File: config.mk
export PLATFORM = sky130hd
export DESIGN_NAME = signal_stats
export DESIGN_NICKNAME = d
export VERILOG_FILES = /design/src/rtl/signal_stats_pkg.sv /design/src/rtl/signal_stats_schmitt_edge_counter.sv /design/src/rtl/signal_stats.sv
export SDC_FILE = /design/constraint.sdc
export NUM_CORES = 1
export LEC_CHECK = 0
export BUFFER_PORTS_ARGS = -buffer_cell sky130_fd_sc_hd__buf_2
export CORE_UTILIZATION = 52
export CTS_CLUSTER_DIAMETER = 50
export CTS_CLUSTER_SIZE = 12
export DETAILED_ROUTE_END_ITERATION = 10
export HOLD_SLACK_MARGIN = 0.03
export PLACE_DENSITY = 0.71
export SYNTH_ARGS = -nofsm -noshare
export SYNTH_HDL_FRONTEND = slang
export SYNTH_HIERARCHICAL = 1
export SYNTH_SLANG_ARGS = --single-unit
File: constraint.sdc
create_clock -name clk -period 5.2 [get_ports clk]
set_clock_uncertainty 0.15 [all_clocks]
set_input_delay 0.78 -clock clk [delete_from_list [all_inputs] [get_ports clk]]
set_output_delay 0.78 -clock clk [all_outputs]
set_load 0.02 [all_outputs]
File: src/rtl/signal_stats_pkg.sv
// Shared constants, trip-point helpers and the result record for signal_stats.
package signal_stats_pkg;
  localparam int DEF_DW      = 8;
  localparam int DEF_WIN_LEN = 50_000_000;
  localparam int DEF_HYST    = 4;
  localparam int DEF_CNT_W   = 32;

  localparam int ST_DW    = DEF_DW;
  localparam int ST_CNT_W = DEF_CNT_W;

  typedef struct packed {
    logic [ST_DW-1:0]    vmax;
    logic [ST_DW-1:0]    vmin;
    logic [ST_DW-1:0]    vpp;
    logic [ST_DW-1:0]    vmid;
    logic [ST_CNT_W-1:0] edge_cnt;
    logic                no_data;
    logic                flat;
  } stats_t;

  function automatic int unsigned sat_add(int unsigned a, int unsigned b, int unsigned lim);
    return (a + b > lim) ? lim : a + b;
  endfunction

  function automatic int unsigned sat_sub(int unsigned a, int unsigned b);
    return (a > b) ? a - b : 0;
  endfunction
endpackage

File: src/rtl/signal_stats_schmitt_edge_counter.sv
// Hysteresis comparator around a moving threshold plus a saturating rising-edge counter.
module schmitt_edge_counter
  import signal_stats_pkg::*;
#(
  parameter int DW    = DEF_DW,
  parameter int HYST  = DEF_HYST,
  parameter int CNT_W = DEF_CNT_W
) (
  input  logic             clk,
  input  logic             rst,
  input  logic             din_valid,
  input  logic [DW-1:0]    din,
  input  logic [DW-1:0]    thr,
  input  logic             clr,
  output logic             hi,
  output logic [CNT_W-1:0] ecnt,
  output logic             rise
);
  localparam int unsigned DMAX = (1 << DW) - 1;

  logic [DW-1:0] upper, lower;
  logic          fall;

  always_comb begin
    upper = DW'(sat_add(32'(thr), 32'(HYST), DMAX));
    lower = DW'(sat_sub(32'(thr), 32'(HYST)));
    rise  = din_valid && !hi && (din >= upper);
    fall  = din_valid &&  hi && (din <= lower);
  end

  // clr wins over a same-cycle increment; the parent folds that increment in itself.
  always_ff @(posedge clk) begin
    if (rst) begin
      hi   <= 1'b0;
      ecnt <= '0;
    end else begin
      if (rise)      hi <= 1'b1;
      else if (fall) hi <= 1'b0;
      if (clr)                     ecnt <= '0;
      else if (rise && ecnt != '1) ecnt <= ecnt + CNT_W'(1);
    end
  end
endmodule

File: src/rtl/signal_stats.sv
// Windowed max/min/p-p/mid and hysteresis-qualified crossing count; threshold follows last window's midpoint.
module signal_stats
  import signal_stats_pkg::*;
#(
  parameter int DW      = DEF_DW,
  parameter int WIN_LEN = DEF_WIN_LEN,
  parameter int HYST    = DEF_HYST,
  parameter int CNT_W   = DEF_CNT_W
) (
  input  logic             clk,
  input  logic             rst,
  input  logic             din_valid,
  input  logic [DW-1:0]    din,
  output logic             out_valid,
  output logic [DW-1:0]    vmax,
  output logic [DW-1:0]    vmin,
  output logic [DW-1:0]    vpp,
  output logic [DW-1:0]    vmid,
  output logic [CNT_W-1:0] edge_cnt,
  output logic             no_data,
  output logic             flat
);
  // Window counter is wide enough for WIN_LEN even when the crossing counter is narrow.
  localparam int WCW = (CNT_W > $clog2(WIN_LEN)) ? CNT_W : $clog2(WIN_LEN);
  localparam logic [WCW-1:0] LAST  = WCW'(WIN_LEN - 1);
  localparam logic [DW:0]    TWO_H = (DW+1)'(2 * HYST);

  logic [WCW-1:0]   wcnt;
  logic [DW-1:0]    rmax, rmin, thr;
  logic             seen;
  logic             hi_unused, rise;
  logic [CNT_W-1:0] ecnt, ecnt_fin;
  logic [DW-1:0]    nmax, nmin, npp, nmid;
  logic             nseen, close, nflat;

  schmitt_edge_counter #(.DW(DW), .HYST(HYST), .CNT_W(CNT_W)) u_sec (
    .clk(clk), .rst(rst), .din_valid(din_valid), .din(din), .thr(thr), .clr(close),
    .hi(hi_unused), .ecnt(ecnt), .rise(rise)
  );

  always_comb begin
    close    = (wcnt == LAST);
    nmax     = (din_valid && din > rmax) ? din : rmax;
    nmin     = (din_valid && din < rmin) ? din : rmin;
    nseen    = seen | din_valid;
    npp      = nmax - nmin;
    nmid     = DW'(({1'b0, nmax} + {1'b0, nmin}) >> 1);
    nflat    = ({1'b0, npp} < TWO_H);
    ecnt_fin = (rise && ecnt != '1) ? ecnt + CNT_W'(1) : ecnt;
  end

  always_ff @(posedge clk) begin
    if (rst) begin
      wcnt      <= '0;
      rmax      <= '0;
      rmin      <= '1;
      seen      <= 1'b0;
      thr       <= {1'b1, {(DW-1){1'b0}}};
      out_valid <= 1'b0;
      vmax      <= '0;
      vmin      <= '0;
      vpp       <= '0;
      vmid      <= '0;
      edge_cnt  <= '0;
      no_data   <= 1'b0;
      flat      <= 1'b0;
    end else begin
      out_valid <= close;
      if (close) begin
        wcnt <= '0;
        rmax <= '0;
        rmin <= '1;
        seen <= 1'b0;
        if (nseen) begin
          vmax     <= nmax;
          vmin     <= nmin;
          vpp      <= npp;
          vmid     <= nmid;
          edge_cnt <= ecnt_fin;
          no_data  <= 1'b0;
          flat     <= nflat;
          if (!nflat) thr <= nmid;
        end else begin
          vmax     <= '0;
          vmin     <= '0;
          vpp      <= '0;
          vmid     <= '0;
          edge_cnt <= '0;
          no_data  <= 1'b1;
          flat     <= 1'b1;
        end
      end else begin
        wcnt <= wcnt + WCW'(1);
        rmax <= nmax;
        rmin <= nmin;
        seen <= nseen;
      end
    end
  end
endmodule

==> flow_summary.toml, run 1 <==
[synth]
synth.distinct_cells = 73
synthFlopType = "dfxtp_1"
syn_area_um2 = 8730
syn_nets = 1083
yosysTopAreaCell = "dfxtp_1"
synth_edf_count = 0
yosys_register_bits = 157
synth_top_area_share_pct = 36.0
synth_warnings = 6
syn_avg_cell_area_um2 = 8.58
async_flop_share_pct = 0
synthCells = 1017
synth_area_leaders = "dfxtp_1, ha_1, xnor2_1"
ys_seq_area_share_pct = 36.0

[worst_setup_path]
cpLargestDelayFamily = "compound AO/OA/AOI/OAI gates"
startpoint_type = "input port"
path_max_fanout = 8
endpoint_kind = "flop"
worstSetupPathType = "in -> reg"
path_buf_inv = 3
cp_slowest_stage_delay_ns = 0.54
slowest_stage = "o31ai_1"
worstPathArrival_ns = 4.73
cp_cell_sequence = "buf_2 -> ha_1 -> o211a_1 -> nand2_1 -> nand4b_1 -> a31o_2 -> mux2i_1 -> inv_1 -> ha_1 -> inv_1 -> a21oi_1 -> o31ai_1 -> mux2i_1 -> a211o_1 -> mux2_4"
worstPathRequired_ns = 5.36

[grt]
grt_usage_pct = 23.9
grt_pass1_wl_um = 33400
antenna_found_initial = 0
grt_max_degree = 53
grt_pass1_vias = 6558
grt_overflow = 0

[clock_network]
clk_latency_ns = 0.43
clk_path_buf_depth = 2
cts.sinks = 157
cts_tree = "built"
cts_hold_buf = 0
h-tree-depth = 4
root_buffer = "clkbuf_16"
cts_setup_buffers = 0
path_clk_slew_ns = 0.06
cts_resized = 0
cts_buffers = 17

[die]
core_area_um2 = 16500
io_pins = 78
die_y_um = 132
rows = 47
die_w_um = 132
initial_utilization_pct = 53.0
die-area_um2 = 17300

[outcome]
outcome = "completed"

[timing]
rsz0062_at_grt = "no"
slew_viol_final = 0
fin_tns_setup_ns = 0
min_period_ns = 4.56
post-route-period-util_pct = 87.7
clock.fmax_ghz = 0.219
slew_headroom_pct = 15.1
tightest_slew_ns = 1.27
finalHoldViolCount = 0
setup_violations = 0

[routing]
num_vias = 7223
drt_iter0_drc = 506
drc = 0
drt-met1-wl_um = 10200
drt_pre_antenna_iters = 5
dr_wl_met3_um = 983
routed_wl_um = 20000
wl_per_cell_um = 15.2
wl_met2_um = 8530
via_per_inst = 5.50
ant_nets = 0
top_layer = "met4"

[layout]
fin_nets = 1148
drive_gt1_share_pct = 15.7
antennaDiodeCount = 0
area_growth_pct = 12.6
final_util_pct = 59.7

[place]
port_buffers = 77
globalplace.congestion = 0.875
post-dp-hpwl_um = 14400

[power]
peakVddDrop_mv = 0.228
power_leakage_uw = 0.00397
powerDensity_nw_per_um2 = 292

[min_path]
hp-class = "reg -> reg"

[flow_run]
drv_cap = 0
[registers in the layout, summed over array words and instances (netlist names)]
name / flops
edge_cnt: 32
u_sec/ecnt: 32
wcnt: 32
rmax: 8
rmin: 8
thr: 8
vmax: 8
vmid: 8
vmin: 8
vpp: 8
flat: 1
no_data: 1
out_valid: 1
seen: 1
u_sec/hi: 1
[final timing paths]
check                           slack (ns)  cells after the start                 start                    to
worst max-delay path                  0.64                     15                din[6]   thr[1]$_SDFFE_PP0P_
worst max register to register        0.77                     15    rmin[6]$_SDFF_PP1_   thr[1]$_SDFFE_PP0P_
worst min-delay path                  0.29                      2  vmin[1]$_SDFFE_PP0P_  vmin[1]$_SDFFE_PP0P_
worst min register to register        0.29                      2  vmin[1]$_SDFFE_PP0P_  vmin[1]$_SDFFE_PP0P_
[cell usage after synthesis (4+ instances only)]
library cell and n:
nand2b_1 12, nor2b_1 14, nor3_2 10, dfxtp_1 157
o21ai_2 9, or3_1 7, or2_2 5, and3_1 15
o211ai_1 4, o21ai_1 32, mux2i_1 26, buf_6 9
nor4_1 13, nor3_1 22, nand2_1 109, nor2_1 110
a21oi_1 24, clkbuf_1 22, nand3_1 44, mux2_4 5
ha_1 53, a22o_1 8, and4_4 5, and4_1 6
inv_1 48, nand4_1 39, xor2_1 46, buf_2 7
o21ai_0 31, xnor2_1 55, and2_1 10
[stage by stage]
stage          worst slack (ns)  instance area (um^2)  power [uW]  hold WS, ns  std cells
2_1_floorplan             0.797                  8730        1540        0.263       1017
3_3_place_gp              0.435                  9250        1650        0.274       1283
3_5_place_dp              0.260                  9250        1650        0.281       1283
4_1_cts                   0.695                  9830        2890        0.298       1313
5_1_grt                   0.380                  9830        3000        0.318       1313
6_report                  0.638                  9830        2870        0.294       1313
[power breakdown]
part	internal (uW)	leakage [uW]	switching (uW)
Combinational	148	0.00243	255
Clock	748	0.000275	495
Sequential	1220	0.00127	9.40
[cells by family after synthesis]
family | share of synthesized area [%]
DFF | 36.0
and+or+nand+nor | 27.2
adders and majority gates | 8.17
muxes | 3.97
xor gates and xnor gates | 10.1
AOI/OAI and AO/OA | 9.82
buffers and inverters | 4.70
[cell type report]
type	instances	area, um^2
multi-input combinational	771	5200
sequential	157	3140
fill	1472	6640
timing repair buffer	86	453
clock inverter	11	145
clock buffer	19	433
inverter	49	184
tap	220	275
[routing by layer]
metal,vias to the layer above,global-route usage (%)
met2,175,34.5
met3,19,5.67
met5,-,0
li1,3660,-
met1,3369,35.0
met4,0,6.59
[worst register-to-register path, stage by stage (launching register included)]
cell      delay [ns]
dfxtp_1         0.35
inv_1           0.05
ha_1            0.30
o211a_1         0.24
nand2_1         0.07
nand4b_1        0.09
a31o_2          0.32
mux2i_1         0.43
inv_1           0.10
ha_1            0.38
inv_1           0.10
a21oi_1         0.10
o31ai_1         0.54
mux2i_1         0.32
a211o_1         0.44
mux2_4          0.34
[cell usage in the layout, fill, tap and decap left out, types with 4 or more instances in the layout]
cell type and n:
and3_1 15, xnor2_1 55, nor2_1 109, mux2_4 5, nand2b_1 12, a21oi_1 24
nand3_1 44, o211ai_1 4, o21ai_0 31, a22o_1 8, or3_1 7, nand4_1 39
o21ai_1 32, and4_4 5, xor2_1 46, nor3_1 22, nor2b_1 14, mux2i_1 26
and4_1 6, nand2_1 109, dfxtp_1 157, buf_4 9, nor3_2 10, inv_1 48
nor4_1 13, ha_1 53, clkbuf_16 17, and2_1 10, buf_2 77, o21ai_2 9
or2_2 5
No activity file was read; power rests on OpenSTA's default activity.
==> run 2, diff against run 1 <==
--- a/config.mk
+++ b/config.mk
@@ -5,7 +5,7 @@
 export SDC_FILE = /design/constraint.sdc
 export NUM_CORES = 1
 export LEC_CHECK = 0
-export BUFFER_PORTS_ARGS = -buffer_cell sky130_fd_sc_hd__buf_2
+export BUFFER_PORTS_ARGS = -buffer_cell sky130_fd_sc_hd__buf_4
 export CORE_UTILIZATION = 52
 export CTS_CLUSTER_DIAMETER = 50
 export CTS_CLUSTER_SIZE = 12
==> run 2 against run 1 <==
Net effect:
- combinational power about the same
- largest cell class unchanged
- clock power decreased by 4%
- global-route usage rose by 0.32 points
- hold slack got worse by 0.0060 ns
- via count up 0.46%
- design area rose by 1.9%
- critical endpoint is now thr[5]$_SDFFE_PP0P_
- core utilization up 1.1 points
- fmax rose by 1.8%
==> flow_summary.toml, run 2 (synthesis gave the netlist of run 1 again) <==
[die]
rows = 47
io_pins = 78
die_y_um = 132
core_area_um2 = 16500
die-area_um2 = 17300
initial_utilization_pct = 53.0
die_w_um = 132

[power]
power_frac_seq_pct = 43.5
powerDensity_nw_per_um2 = 281
power_switching_uw = 748
switching_share_pct = 26.5
combPwrFrac_pct = 14.4
power_leakage_uw = 0.00398
finalPower_uw = 2820
p_clk_share_pct = 42.1
peakVddDrop_mv = 0.241
p_int_uw = 2070

[grt]
grt_usage_pct = 24.2
grt_pass1_wl_um = 34100
antenna_found_initial = 0
grt_max_degree = 50
grt_overflow = 0
grt_pass1_vias = 6784

[min_path]
hp-class = "reg -> reg"

[layout]
drive_gt1_share_pct = 15.9
antennaDiodeCount = 0
mostFrequentLayoutCell = "dfxtp_1"
final_cell_mix = "dfxtp_1, nand2_1, nor2_1"
fin_nets = 1150
top_regs = "edge_cnt x32, u_sec/ecnt x32, wcnt x32"
area_growth_pct = 14.7

[routing]
drc = 0
num_vias = 7256
wl_per_cell_um = 15.4
drt_pre_antenna_iters = 5
drt_iter0_drc = 431
via_per_inst = 5.51
ant_nets = 0
routed_wl_um = 20200

[timing]
slew_viol_final = 0
finalHoldViolCount = 0
min_period_ns = 4.48
setup_violations = 0
rsz0062_at_grt = "no"
tightest_slew_ns = 0.876
slew_headroom_pct = 41.0
post-route-period-util_pct = 86.2
clock.fmax_ghz = 0.223
fin_tns_setup_ns = 0

[clock_network]
clk_path_buf_depth = 2
cts_buffers = 17
cts_hold_buf = 0
cts_setup_buffers = 0
h-tree-depth = 4
cts.sinks = 157
path_clk_slew_ns = 0.06
cts_resized = 0
clk_latency_ns = 0.42
cts_tree = "built"
root_buffer = "clkbuf_16"

[worst_setup_path]
worstSetupPathType = "in -> reg"
endpoint_kind = "flop"
startpoint_type = "input port"
path_max_fanout = 8
worstPathRequired_ns = 5.36
worstPathArrival_ns = 4.64

[place]
globalplace.congestion = 0.912
port_buffers = 77
post-dp-hpwl_um = 14700

[outcome]
outcome = "completed"

[flow_run]
drv_cap = 0
==> run 2: cell count changes in the layout (fill, tap and decap cells not counted) <==
| cell | change |
|---|---|
| clkinv_2 | +1 |
| clkbuf_1 | +1 |
| clkinv_4 | +2 |
| buf_2 | -77 |
| clkinvlp_4 | -1 |
| bufinv_16 | -1 |
| buf_4 | +79 |
| inv_6 | -1 |
==> run 2: path summary, 6_finish.rpt <==
kind	slack, ns	startpoint	cells past startpoint	to
worst max-delay path	0.72	din[7]	15	thr[5]$_SDFFE_PP0P_
worst min-delay path	0.29	wcnt[0]$_SDFF_PP0_	1	wcnt[0]$_SDFF_PP0_
worst min register to register	0.29	wcnt[0]$_SDFF_PP0_	1	wcnt[0]$_SDFF_PP0_
worst max register to register	0.81	thr[2]$_SDFFE_PP0P_	18	edge_cnt[15]$_SDFFE_PP0P_
==> run 2: cell type report <==
class	count	area (um^2)
multi-input cells	771	5200
inverters	49	184
repair buffers	88	661
clock inverters	11	121
flip-flops and latches	157	3140
clock buffers	20	437
well taps	220	275
fillers	1472	6450
==> run 2: per-stage QoR <==
step                      area (um^2)  hold WS, ns  utilization (%)  instances  setup WS (ns)
after global routing            10000        0.311             60.8       1316          0.513
after floorplan                  8730        0.263                -       1017          0.797
after detailed placement         9460        0.280             57.4       1285          0.383
after CTS                       10000        0.291             60.8       1316          0.803
after global placement           9460        0.275             57.4       1285          0.450
final                           10000        0.288             60.8       1316          0.717
==> run 2: layer usage <==
metal | up-vias | global-route usage (%) | part of all wire (%)
met5 | - | 0 | 0
met4 | 0 | 7.04 | 1.3
met3 | 19 | 4.78 | 4.3
met2 | 146 | 36.6 | 44
met1 | 3433 | 34.5 | 51
li1 | 3658 | - | -
==> run 2: critical path: stages <==
cell	delay (ns)
buf_4	0.14
ha_1	0.32
nand2_1	0.07
o211ai_1	0.17
o211ai_1	0.13
a21oi_2	0.30
mux2i_1	0.35
inv_1	0.19
ha_1	0.35
o21bai_1	0.15
a21oi_1	0.13
o31ai_1	0.50
mux2i_1	0.29
a211o_1	0.43
mux2_4	0.33
==> run 2: power groups by stage <==
stage / combinational [uW] / sequential [uW] / clock, uW
2_1_floorplan: 289 / 1250 / 0
3_3_place_gp: 398 / 1250 / 0
3_5_place_dp: 402 / 1250 / 0
4_1_cts: 405 / 1230 / 1210
5_1_grt: 453 / 1230 / 1260
6_report: 406 / 1230 / 1190
==> run 3, diff against run 2 <==
--- a/config.mk
+++ b/config.mk
@@ -6,12 +6,11 @@
 export NUM_CORES = 1
 export LEC_CHECK = 0
 export BUFFER_PORTS_ARGS = -buffer_cell sky130_fd_sc_hd__buf_4
-export CORE_UTILIZATION = 52
+export CORE_UTILIZATION = 46
 export CTS_CLUSTER_DIAMETER = 50
 export CTS_CLUSTER_SIZE = 12
 export DETAILED_ROUTE_END_ITERATION = 10
 export HOLD_SLACK_MARGIN = 0.03
-export PLACE_DENSITY = 0.71
 export SYNTH_ARGS = -nofsm -noshare
 export SYNTH_HDL_FRONTEND = slang
 export SYNTH_HIERARCHICAL = 1
==> run 3 against run 2 <==
Net effect:
- sequential share of layout area about the same
- hold slack improved by 0.0057 ns
- highest routed layer unchanged
- sequential power about the same
- critical path depth unchanged
==> flow_summary.toml, run 3 (synthesis gave the netlist of run 1 again) <==
[outcome]
outcome = "completed"

[die]
die-area_um2 = 19500
io_pins = 78
core_area_um2 = 18600
initial_utilization_pct = 46.8
rows = 50
die_y_um = 140
die_w_um = 140

[power]
peakVddDrop_mv = 0.231
powerDensity_nw_per_um2 = 279
finalPower_uw = 2790
power_leakage_uw = 0.00395

[timing]
rsz0062_at_grt = "no"
clock.fmax_ghz = 0.228
slew_viol_final = 0
min_period_ns = 4.39
fin_tns_setup_ns = 0
post-route-period-util_pct = 84.4
slew_headroom_pct = 38.0
tightest_slew_ns = 0.929
setup_violations = 0
finalHoldViolCount = 0

[routing]
drt_iter0_drc = 362
wl_per_cell_um = 15.5
ant_nets = 0
via_per_inst = 5.36
drt_pre_antenna_iters = 5
routed_wl_um = 20600
drc = 0
num_vias = 7146

[clock_network]
cts_tree = "built"
cts_resized = 0
clk_path_buf_depth = 2
root_buffer = "clkbuf_16"
cts.sinks = 157
path_clk_slew_ns = 0.06
clk_latency_ns = 0.43
cts_hold_buf = 0
cts_buffers = 17
h-tree-depth = 4
cts_setup_buffers = 0

[layout]
drive_gt1_share_pct = 16.2
nFillCells = 1784
antennaDiodeCount = 0
top_regs = "edge_cnt x32, u_sec/ecnt x32, wcnt x32"
final_util_pct = 53.8
final_cell_mix = "dfxtp_1, nand2_1, nor2_1"
area_growth_pct = 14.9
fin_nets = 1151
mostFrequentLayoutCell = "dfxtp_1"

[worst_setup_path]
worstSetupPathType = "in -> reg"
worstPathArrival_ns = 4.55
path_max_fanout = 8
worstPathRequired_ns = 5.36
startpoint_type = "input port"
endpoint_kind = "flop"

[grt]
grt_usage_pct = 21.6
grt_pass1_vias = 6459
grt_overflow = 0
grt_pass1_wl_um = 33600
antenna_found_initial = 0
grt_max_degree = 58

[place]
port_buffers = 77
globalplace.congestion = 0.921
post-dp-hpwl_um = 14800

[flow_run]
drv_cap = 0

[min_path]
hp-class = "reg -> reg"
## run 3: cell count changes in the layout (fill, tap and decap cells not counted)
cell	previous run	this run
clkbuf_1	3	1
inv_6	0	1
buf_4	88	89
clkinv_4	3	1
clkinvlp_4	2	9
clkinv_2	4	1
clkbuf_8	0	2
bufinv_16	2	0
## run 3: per-layer routing
metal / vias to the layer above / global-route usage [%] / routed length, um
met2: 141 / 32.1 / 8930
li1: 3658 / - / -
met5: - / 0 / 0
met4: 0 / 7.58 / 308
met3: 23 / 3.03 / 712
met1: 3324 / 31.7 / 10600
## run 3: layout make-up
type | instances | area, um^2 | area share (%)
clock buffer | 20 | 457 | 4.55
clock inverter | 12 | 90.1 | 0.898
inverter | 49 | 184 | 1.83
multi-input combinational | 771 | 5200 | 51.8
sequential | 157 | 3140 | 31.3
tap | 234 | 293 | 2.92
timing repair buffer | 89 | 668 | 6.66
## run 3: where the power goes
part | switching (uW) | leakage, uW | internal (uW) | total (uW)
clock network | 521 | 0.000239 | 636 | 1160
registers | 9.17 | 0.00127 | 1220 | 1230
logic | 258 | 0.00244 | 153 | 411
## run 3: critical path: stages
cell and delay, ns:
buf_4 0.14, ha_1 0.31, nand2_1 0.08, o211ai_1 0.17, o211ai_1 0.12, a21oi_2 0.28, mux2i_1 0.31, inv_1 0.18
ha_1 0.34, o21bai_1 0.14, a21oi_1 0.12, o31ai_1 0.50, mux2i_1 0.30, a211o_1 0.43, mux2_4 0.33
## run 3: stage by stage
stage | setup slack, ns | hold slack [ns] | instance area, um^2 | cells
floorplan | 0.797 | 0.263 | 8730 | 1017
global placement | 0.433 | 0.275 | 9480 | 1300
detailed placement | 0.360 | 0.279 | 9480 | 1300
CTS | 0.803 | 0.297 | 10000 | 1332
global route | 0.508 | 0.317 | 10000 | 1332
finish | 0.813 | 0.294 | 10000 | 1332
## run 3: worst paths after layout
check                     startpoint             endpoint  slack [ns]  depth (start not counted)
setup reg to reg  rmax[7]$_SDFF_PP0_  thr[5]$_SDFFE_PP0P_        0.95                         15
hold reg to reg   wcnt[0]$_SDFF_PP0_   wcnt[0]$_SDFF_PP0_        0.29                          1
setup / recovery              din[7]  thr[5]$_SDFFE_PP0P_        0.81                         15
hold / removal    wcnt[0]$_SDFF_PP0_   wcnt[0]$_SDFF_PP0_        0.29                          1
